$ cat src/rtl/screen_wr_arbiter.sv
// Screen RAM write-port arbiter: keyboard write FIFO vs CPU req/ack store path, round-robin.
// Define SCREEN_CLEAR_EN to compile in the zero-fill clear engine (CLEAR state).
module screen_wr_arbiter #(
    parameter int          FIFO_DEPTH = 4,
    parameter logic [15:0] BUF_START  = 16'hC000,
    parameter int          BUF_WORDS  = 1200
) (
    input  logic        CLK,
    input  logic        RST_N,
    input  logic        KB_WE,
    input  logic [15:0] KB_ADDR,
    input  logic [15:0] KB_DATA,
    output logic        KB_OVF,
    input  logic        CPU_REQ,
    input  logic [15:0] CPU_ADDR,
    input  logic [15:0] CPU_DATA,
    output logic        CPU_ACK,
    input  logic        CLR_REQ,
    output logic        CLR_BUSY,
    output logic [15:0] WADDR_SCREEN,
    output logic [15:0] DATA_IN_SCREEN,
    output logic        MW_SCREEN_ON
);
    localparam int PW = $clog2(FIFO_DEPTH);

    logic [31:0] r_fifo [FIFO_DEPTH];
    logic [PW:0] r_wptr, r_rptr;
    logic        r_last_cpu, r_ovf, r_ack, r_we;
    logic [15:0] r_addr, r_data;

    logic        w_empty, w_full, w_cpu_req, w_gnt_kb, w_gnt_cpu, w_push, w_drop;
    logic        w_arb_en, w_clr_we, w_ovf_clr, w_busy;
    logic [15:0] w_clr_addr;
    logic [31:0] w_head;

`ifdef SCREEN_CLEAR_EN
    localparam int CW = (BUF_WORDS > 1) ? $clog2(BUF_WORDS) : 1;

    typedef enum logic {ST_ARB, ST_CLEAR} state_t;
    state_t        r_state, w_state_nxt;
    logic [CW-1:0] r_cnt, w_cnt_nxt;

    always_ff @(posedge CLK) begin
        if (!RST_N) begin
            r_state <= ST_ARB;
            r_cnt   <= '0;
        end else begin
            r_state <= w_state_nxt;
            r_cnt   <= w_cnt_nxt;
        end
    end

    always_comb begin
        w_state_nxt = r_state;
        w_cnt_nxt   = r_cnt;
        w_clr_we    = 1'b0;
        w_clr_addr  = BUF_START;
        w_arb_en    = 1'b0;
        w_ovf_clr   = 1'b0;
        case (r_state)
            ST_ARB: begin
                if (CLR_REQ) begin
                    w_state_nxt = ST_CLEAR;
                    w_cnt_nxt   = '0;
                    w_clr_we    = 1'b1;
                    w_ovf_clr   = 1'b1;
                end else begin
                    w_arb_en = 1'b1;
                end
            end
            ST_CLEAR: begin
                // r_cnt is the index of the clear write currently on the port
                if (r_cnt == CW'(BUF_WORDS - 1)) begin
                    w_state_nxt = ST_ARB;
                end else begin
                    w_cnt_nxt  = r_cnt + CW'(1);
                    w_clr_we   = 1'b1;
                    w_clr_addr = BUF_START + 16'(w_cnt_nxt);
                end
            end
            default: w_state_nxt = ST_ARB;
        endcase
    end

    assign w_busy = (r_state == ST_CLEAR);
`else
    logic [32:0] w_unused_cfg;
    assign w_unused_cfg = {CLR_REQ, 32'(BUF_WORDS)};
    assign w_arb_en     = 1'b1;
    assign w_clr_we     = 1'b0;
    assign w_clr_addr   = BUF_START;
    assign w_ovf_clr    = 1'b0;
    assign w_busy       = 1'b0;
`endif

    assign w_empty   = (r_wptr == r_rptr);
    assign w_full    = (r_wptr[PW] != r_rptr[PW]) && (r_wptr[PW-1:0] == r_rptr[PW-1:0]);
    assign w_head    = r_fifo[r_rptr[PW-1:0]];
    // the acknowledge cycle masks the still-held request
    assign w_cpu_req = CPU_REQ & ~r_ack;
    assign w_gnt_kb  = w_arb_en & ~w_empty & (~w_cpu_req | r_last_cpu);
    assign w_gnt_cpu = w_arb_en & w_cpu_req & ~w_gnt_kb;
    assign w_push    = KB_WE & (~w_full | w_gnt_kb);
    assign w_drop    = KB_WE & w_full & ~w_gnt_kb;

    always_ff @(posedge CLK) begin
        if (w_push) r_fifo[r_wptr[PW-1:0]] <= {KB_ADDR, KB_DATA};
    end

    always_ff @(posedge CLK) begin
        if (!RST_N) begin
            r_wptr     <= '0;
            r_rptr     <= '0;
            r_last_cpu <= 1'b1;
            r_ovf      <= 1'b0;
            r_ack      <= 1'b0;
            r_we       <= 1'b0;
            r_addr     <= '0;
            r_data     <= '0;
        end else begin
            if (w_push)   r_wptr <= r_wptr + (PW+1)'(1);
            if (w_gnt_kb) r_rptr <= r_rptr + (PW+1)'(1);
            if (w_gnt_kb | w_gnt_cpu) r_last_cpu <= w_gnt_cpu;
            if (w_drop)         r_ovf <= 1'b1;
            else if (w_ovf_clr) r_ovf <= 1'b0;
            r_ack <= w_gnt_cpu;
            if (w_gnt_cpu) begin
                r_we   <= 1'b1;
                r_addr <= CPU_ADDR;
                r_data <= CPU_DATA;
            end else if (w_gnt_kb) begin
                r_we   <= 1'b1;
                r_addr <= w_head[31:16];
                r_data <= w_head[15:0];
            end else if (w_clr_we) begin
                r_we   <= 1'b1;
                r_addr <= w_clr_addr;
                r_data <= 16'h0000;
            end else begin
                r_we   <= 1'b0;
            end
        end
    end

    assign KB_OVF         = r_ovf;
    assign CPU_ACK        = r_ack;
    assign CLR_BUSY       = w_busy;
    assign WADDR_SCREEN   = r_addr;
    assign DATA_IN_SCREEN = r_data;
    assign MW_SCREEN_ON   = r_we;
endmodule

$ cat config.mk
export PLATFORM = sky130hd
export DESIGN_NAME = screen_wr_arbiter
export DESIGN_NICKNAME = d
export VERILOG_FILES = /design/src/rtl/screen_wr_arbiter.sv
export SDC_FILE = /design/constraint.sdc
export NUM_CORES = 1
export LEC_CHECK = 0
export BUFFER_PORTS_ARGS = -buffer_cell sky130_fd_sc_hd__buf_2
export CAP_MARGIN = 40
export CORE_AREA = 3 3 136 138
export CTS_BUF_LIST = sky130_fd_sc_hd__clkbuf_4 sky130_fd_sc_hd__clkbuf_8
export CTS_CLUSTER_DIAMETER = 60
export DETAILED_ROUTE_END_ITERATION = 16
export DIE_AREA = 0 0 139 141
export PLACE_DENSITY_LB_ADDON = 0.2
export SLEW_MARGIN = 20
export SYNTH_ARGS = -nofsm -noshare
export SYNTH_HDL_FRONTEND = slang
export SYNTH_SLANG_ARGS = --single-unit
$ cat constraint.sdc
create_clock -name CLK -period 6.15 [get_ports CLK]
set_clock_uncertainty 0.05 [all_clocks]
set_input_delay 1.845 -clock CLK [delete_from_list [all_inputs] [get_ports CLK]]
set_output_delay 1.845 -clock CLK [all_outputs]
set_load 0.01 [all_outputs]
==> impl_results.md, run 1 <==
- Outcome: finished clean
- Worst path arrival time: 3560 ps
- Clk buf depth: 2
- Main combinational cell family by area after synthesis: multiplexers
- Cell Pwr Density: 418 nW/um^2
- Max Clk Rate: 293 MHz
- Post-CTS setup buffer count: 0
- Post-route ant nets: 0
- Clock sink count: 172
- RSZ-0062 raised after global routing: no
- Post-Synthesis Net Count: 470
- Syn avg cell area: 17.4 um^2
- Flop-to-flop setup slack: 3880 ps
- Sum of negative setup slack: 0 ps
- Post-cts sizing count: 0
- Startpoint types: input pin
- Worst IR Drop VDD: 0.000167 V
- Antenna cell count: 0
- Crit Path Max Fanout: 19
- Routed wire length per instance: 19.3 um
- Vias post-DR: 3788
- Overall routing resource usage: 0.153
- Die height: 141 um
- Area grow syn2layout: 19.2%
- Final Cycle Share: 0.554
- Critical Path RT: 6300 ps
- Mapped cell area: 6900 um^2
- Simple-Gate Fraction of Synth Area: 0.0388
- First-pass GRT wire length: 22700 um
- FP Rows: 48
- Layout cell share with drive strength beyond 1: 0.369
- P_sw: 1.08 mW
- Htree depth: 4
- HPWL after DPL: 9800 um
- Mux contribution to synthesized area: 0.187
- Number of max-cap violations: 0
- CP peak stage delay: 540 ps
- Synth Instances: 396
- Post-synth cell types: 34
- Slew Viols, Final: 0
- Post-Synth Adder-Cell Area: 0.00906
- Total power: 3.44 mW
- Total core area: 17300 um^2
- Die Wd: 139 um
- Compound-Gate Fraction of Synth Area: 0.0502
- Leakage: 3.02 nW
- Clk network pwr share: 0.233
- Setup violators final: 0
- Pre-antenna DRT Iters: 4
- Reg power frac: 0.436
- Crit-path cells: buf_2, nor3b_1, a41oi_2, and2_2, buf_16
- Port Buffer Count: 102
- CTS tree: yes
- Logic gate share of total power: 0.331
- Final WL: 14300 um
- Slowest cell on crit path: nor3b_1
- Worst-path clk slew: 90 ps
- Relative slew slack: 0.446
- Setup Crit Path Kind: in -> reg
- Internal power: 2.36 mW
- Hold_buf cts: 0
- CP Capture Type: register
- Ys Warns: 0
- Switching Share: 0.313
- Post-synthesis sequential element count: 172
- Fin crit period: 3410 ps
- CTS Buf Count: 17
- Sequential element share of the synthesized area: 0.684
- Min-delay worst type: reg -> reg
- Vias in the first global route: 4091
- Multi-input logic area: 2060 um^2
- Initial antenna violation count: 2
- # fillers: 1524
- Post-Synth XOR/XNOR Area: 0.0109
- FF+latch area: 4730 um^2
- Die area: 19600 um^2
- Actual transition at the worst max-transition pin: 831 ps
- Nets: 579
- Initial core utilization: 0.399
- Pin count of the biggest net entering global routing: 24
- IO Count: 105
- Clock Latency Late Sink: 450 ps
- GRT Residual Overflow: 0
- DRT iter0 DRCs: 248
- Vias per cell: 5.10
- Routability congestion estimate: 0.737
- Final Hold Fails: 0
- CTS root buf: clkbuf_8
- Remaining design rule violation count: 0
-- per-stage QoR --
step           hold WS (ps)  worst slack [ps]  utilization  instances  instance area (um^2)
2_1_floorplan           442              2500            -        396                  6900
3_3_place_gp            436              2050        0.440        702                  7610
3_5_place_dp            461              2270        0.452        711                  7820
4_1_cts                 483              2750        0.476        743                  8230
5_1_grt                 520              2610        0.476        743                  8230
6_report                479              2740        0.476        743                  8230
-- flip-flops by register name (all words and copies together) (netlist names), named ones only --
register and cells:
CPU_ACK 1, DATA_IN_SCREEN 16, KB_OVF 1, MW_SCREEN_ON 1
WADDR_SCREEN 16, r_fifo 128, r_last_cpu 1, r_rptr 3
r_wptr 3
-- worst paths after layout --
path / startpoint / end / cells past startpoint
hold / removal: KB_OVF / KB_OVF / 2
hold reg to reg: KB_OVF / KB_OVF / 2
setup reg to reg: CPU_ACK / r_fifo[0][16] / 4
setup / recovery: CPU_REQ / r_fifo[0][16] / 5
-- layout by cell type, fill, tap and decap left out, drive strengths merged --
cell and instances:
edfxtp 128, buf 113, mux2i 57, dfxtp 44, mux4 32, nand2b 24
a211oi 23, clkbuf 18, o21ai 11, a21oi 10, nor2 8, inv 7
ha 5, clkinvlp 5, and2 5, xnor2 5, clkinv 4, bufinv 3
a31oi 3, a41oi 2, xor2 1, nor3b 1, nand4 1, nor2b 1
nand3 1, nand2 1, nand4b 1, a21bo 1, nand3b 1, and3 1
conb 1
-- power groups by stage --
stage	Sequential (mW)	Clock, mW	Combinational, mW
after floorplan	1.53	0	0.768
after global placement	1.55	0	1.02
after detailed placement	1.53	0	1.16
after CTS	1.50	0.825	1.16
after global routing	1.52	0.880	1.24
final	1.50	0.804	1.14
-- critical path: cells and delay by family --
kind | cells | cell delay [ps]
compound gates | 1 | 320
simple gates | 2 | 1030
buf+inv | 2 | 340
-- area by class of cell --
| cell class | instances | area share |
|---|---|---|
| Clock buffer | 18 | 0.0293 |
| Clock inverter | 14 | 0.0204 |
| Inverter | 5 | 0.00228 |
| Multi-Input combinational cell | 196 | 0.250 |
| Sequential cell | 172 | 0.574 |
| Tap cell | 225 | 0.0342 |
| Timing Repair Buffer | 113 | 0.0891 |
-- synthesized netlist by cell type, drive strengths merged --
cell / instances / area share
mux4: 32 / 0.10
nand4b: 1 / 0.0013
xor2: 1 / 0.0013
edfxtp: 128 / 0.56
and2: 5 / 0.0045
xnor2: 5 / 0.0096
a21oi: 10 / 0.0072
nand4: 1 / 0.00091
buf: 10 / 0.0094
a211oi: 23 / 0.025
nor2: 8 / 0.0043
dfxtp: 44 / 0.13
inv: 5 / 0.0027
nand3b: 1 / 0.0011
a21bo: 1 / 0.0014
nand2: 1 / 0.00054
a31oi: 3 / 0.0049
conb: 1 / 0.00054
a41oi: 2 / 0.0036
nor3b: 1 / 0.0011
clkbuf: 13 / 0.0071
mux2i: 57 / 0.083
o21ai: 11 / 0.0080
ha: 5 / 0.0091
nand3: 1 / 0.0014
nand2b: 24 / 0.022
nor2b: 1 / 0.00091
and3: 1 / 0.00091
-- kinds of logic after synthesis --
kind of cell / count (synthesis)
xor+xnor: 6
flops: 172
other cells: 1
compound gates: 50
buf+inv: 28
simple gates: 45
mux: 89
fa+ha+maj: 5
-- layer usage --
metal	GRT usage	up-vias	share of wire
met5	0	-	0.0015
met1	0.194	1911	0.44
met4	0.0417	4	0.0098
met3	0.0458	15	0.047
li1	-	1772	-
met2	0.257	86	0.50
No activity file was read; power rests on OpenSTA's default activity.
==> run 2, diff against run 1 <==
Clock period 6.15 ns to 3 ns, I/O delays scaled along.
==> run 2 against run 1 <==
Sequential power rose by 110%. Global-route usage is 0.071 points lower. Final area fell by 0.53%. Flip-flop and latch count stayed put. Count of clock-buffer cells in the layout is the same. Largest cell class unchanged. Non-clock buffer count is 7 higher. Sequential share of layout area rose by 0.31 points. Total power is 100% higher. Register-to-register slack lost 3100 ps. Utilization decreased by 0.25 points. Cell count rose by 0.94%. Hold slack got worse by 50 ps.
==> impl_results.md, run 2 (synthesized netlist as in run 1, its figures left out) <==
- Pre-antenna DRT Iters: 4 (unchanged)
- CTS tree: yes (unchanged)
- Area grow syn2layout: 18.6% (was 19.2%)
- Layout cell share with drive strength beyond 1: 0.371 (was 0.369)
- Antenna cell count: 0 (unchanged)
- Clock Latency Late Sink: 440 ps (was 450 ps)
- Switching Share: 0.308 (was 0.313)
- Met3 WL: 785 um (was 667 um)
- Die height: 141 um (unchanged)
- Overall routing resource usage: 0.152 (was 0.153)
- Reg power frac: 0.440 (was 0.436)
- Vias post-DR: 3785 (was 3788)
- CTS root buf: clkbuf_8 (unchanged)
- Max Clk Rate: 446 MHz
- Internal power: 4.87 mW (was 2.36 mW)
- Die Wd: 139 um (unchanged)
- Initial antenna violation count: 2 (unchanged)
- Critical Path RT: 3250 ps (was 6300 ps)
- Nets: 586 (was 579)
- Post-DP Area: 7760 um^2 (was 7820 um^2)
- Relative slew slack: 0.504 (was 0.446)
- Actual transition at the worst max-transition pin: 741 ps (was 831 ps)
- Fin crit period: 2240 ps
- Depth of the worst register-to-register path: 4 (unchanged)
- IO Count: 105 (unchanged)
- Htree depth: 4 (unchanged)
- Critical path depth: 4 (was 5)
- Buf+Inv Stages, Crit Path: 0 (was 2)
- Setup Crit Path Kind: reg -> reg (was in -> reg)
- Cell family contributing the most delay on the critical path: simple AND/OR/NAND/NOR gates (unchanged)
- FP Rows: 48 (unchanged)
- Vias per cell: 5.05 (was 5.10)
- Leakage: 3.05 nW (was 3.02 nW)
- Die area: 19600 um^2 (unchanged)
- Remaining design rule violation count: 0 (unchanged)
- Met2 WL: 7340 um (was 7190 um)
- Max reg flops: 128 (unchanged)
- Design Area, Final: 8190 um^2 (was 8230 um^2)
- Clk buf depth: 2 (unchanged)
- HPWL after DPL: 9390 um (was 9800 um)
- Port Buffer Count: 102 (unchanged)
- Flop-to-flop setup slack: 760 ps (was 3880 ps)
- Final Cycle Share: 0.747
- Post-CTS setup buffer count: 0 (unchanged)
- Crit. Startpoint: r_wptr[1] (was CPU_REQ)
- First-pass GRT wire length: 22800 um (was 22700 um)
- RSZ-0062 raised after global routing: no (unchanged)
- CP peak stage delay: 700 ps (was 540 ps)
- Clock sink count: 172 (unchanged)
- Cell Pwr Density: 859 nW/um^2 (was 418 nW/um^2)
- Capture point of the worst reg-to-reg path: DATA_IN_SCREEN[2] (was r_fifo[0][16])
- Reg2Reg Launch Point: r_wptr[1] (was CPU_ACK)
- Hold_buf cts: 0 (unchanged)
- CP Capture Type: register (unchanged)
- Placed cells: 717 (was 711)
- Startpoint types: register (was input pin)
- Crit-path cells: xnor2_2, nand4_1, o21ai_0, a21oi_1 (was buf_2, nor3b_1, a41oi_2, and2_2, buf_16)
- Clk network pwr share: 0.242 (was 0.233)
- # fillers: 1533 (was 1524)
- Final WL: 14400 um (was 14300 um)
- Sum of negative setup slack: 0 ps (unchanged)
- Number of max-cap violations: 0 (unchanged)
- Final Hold Fails: 0 (unchanged)
- P_sw: 2.16 mW (was 1.08 mW)
- Pin count of the biggest net entering global routing: 25 (was 24)
- Slew Viols, Final: 0 (unchanged)
- Routability congestion estimate: 0.756 (was 0.737)
- Most common cell after layout, fill and taps aside: edfxtp_1 (unchanged)
- Post-cts sizing count: 0 (unchanged)
- Non-filler cells, final: 750 (was 743)
- Crit Path Max Fanout: 19 (unchanged)
- Min-delay worst type: reg -> reg (unchanged)
- Worst-path clk slew: 90 ps (about the same)
- GRT Residual Overflow: 0 (unchanged)
- Top Layer Used: met5 (unchanged)
- Crit path to: DATA_IN_SCREEN[2] (was r_fifo[0][16])
- Logic gate share of total power: 0.318 (was 0.331)
- Initial core utilization: 0.399 (unchanged)
- Total core area: 17300 um^2 (unchanged)
- CTS Buf Count: 17 (unchanged)
- Post-route ant nets: 0 (unchanged)
- Outcome: finished clean (unchanged)
- Worst path arrival time: 2490 ps (was 3560 ps)
- Routed wire length per instance: 19.1 um (was 19.3 um)
- Slowest cell on crit path: nand4_1 (was nor3b_1)
- Worst IR Drop VDD: 0.000523 V (was 0.000167 V)
- DRT met1 WL: 6060 um (was 6320 um)
- Setup violators final: 0 (unchanged)
- DRT iter0 DRCs: 220 (was 248)
- Vias in the first global route: 4107 (was 4091)
- Most frequent cells in the layout: edfxtp_1 (128), buf_2 (102), mux2i_1 (57) (unchanged)
[run 2: changes by cell type in the layout (fill, tap and decap cells not counted), sizes merged]
cell / before / now
buf: 113 / 120
clkinv: 4 / 9
clkinvlp: 5 / 0
bufinv: 3 / 4
inv: 7 / 6
[run 2: worst min-delay path by stage]
stage,slack [ps],end,cells after the start,from
CTS,430,KB_OVF,2,KB_OVF
detailed placement,410,KB_OVF,2,KB_OVF
global placement,400,KB_OVF,2,KB_OVF
global route,480,KB_OVF,2,KB_OVF
finish,430,KB_OVF,2,KB_OVF
floorplan,440,r_wptr[2],2,r_wptr[2]
[run 2: final cells by class]
class                      instances  area, um^2  share of cell area
sequential                       172        4730               0.577
multi-input combinational        196        2060               0.252
clock buffer                      18         241              0.0295
timing repair buffer             120         682              0.0833
tap                              225         282              0.0344
inverter                           5        18.8             0.00229
clock inverter                    14         175              0.0214
[run 2: layer usage]
metal,GRT usage,vias up
met5,0,-
met4,0.0422,4
met3,0.0512,13
met2,0.257,85
met1,0.188,1900
li1,-,1783
[run 2: tightest hold or removal path: cells and delay by family, from the launching register on]
kind | cells | cell delay, ps
AO/OA/AOI/OAI | 1 | 40
AND/OR/NAND/NOR | 1 | 70
flip-flops | 1 | 340
[run 2: stage by stage]
step / hold slack, ps / setup WS, ps / total power [mW] / utilization
floorplan: 442 / 291 / 4.71 / -
global placement: 400 / 470 / 5.29 / 0.447
detailed placement: 409 / 373 / 5.41 / 0.449
CTS: 431 / 748 / 7.10 / 0.473
global route: 482 / 580 / 7.42 / 0.473
finish: 429 / 759 / 7.03 / 0.473
[run 2: power by group through the flow]
stage                     Clock [mW]  Sequential [mW]  Combinational (mW)
after global routing            1.84             3.14                2.43
after CTS                       1.74             3.10                2.26
final                           1.70             3.09                2.24
after detailed placement           0             3.15                2.25
after floorplan                    0             3.14                1.57
after global placement             0             3.17                2.12
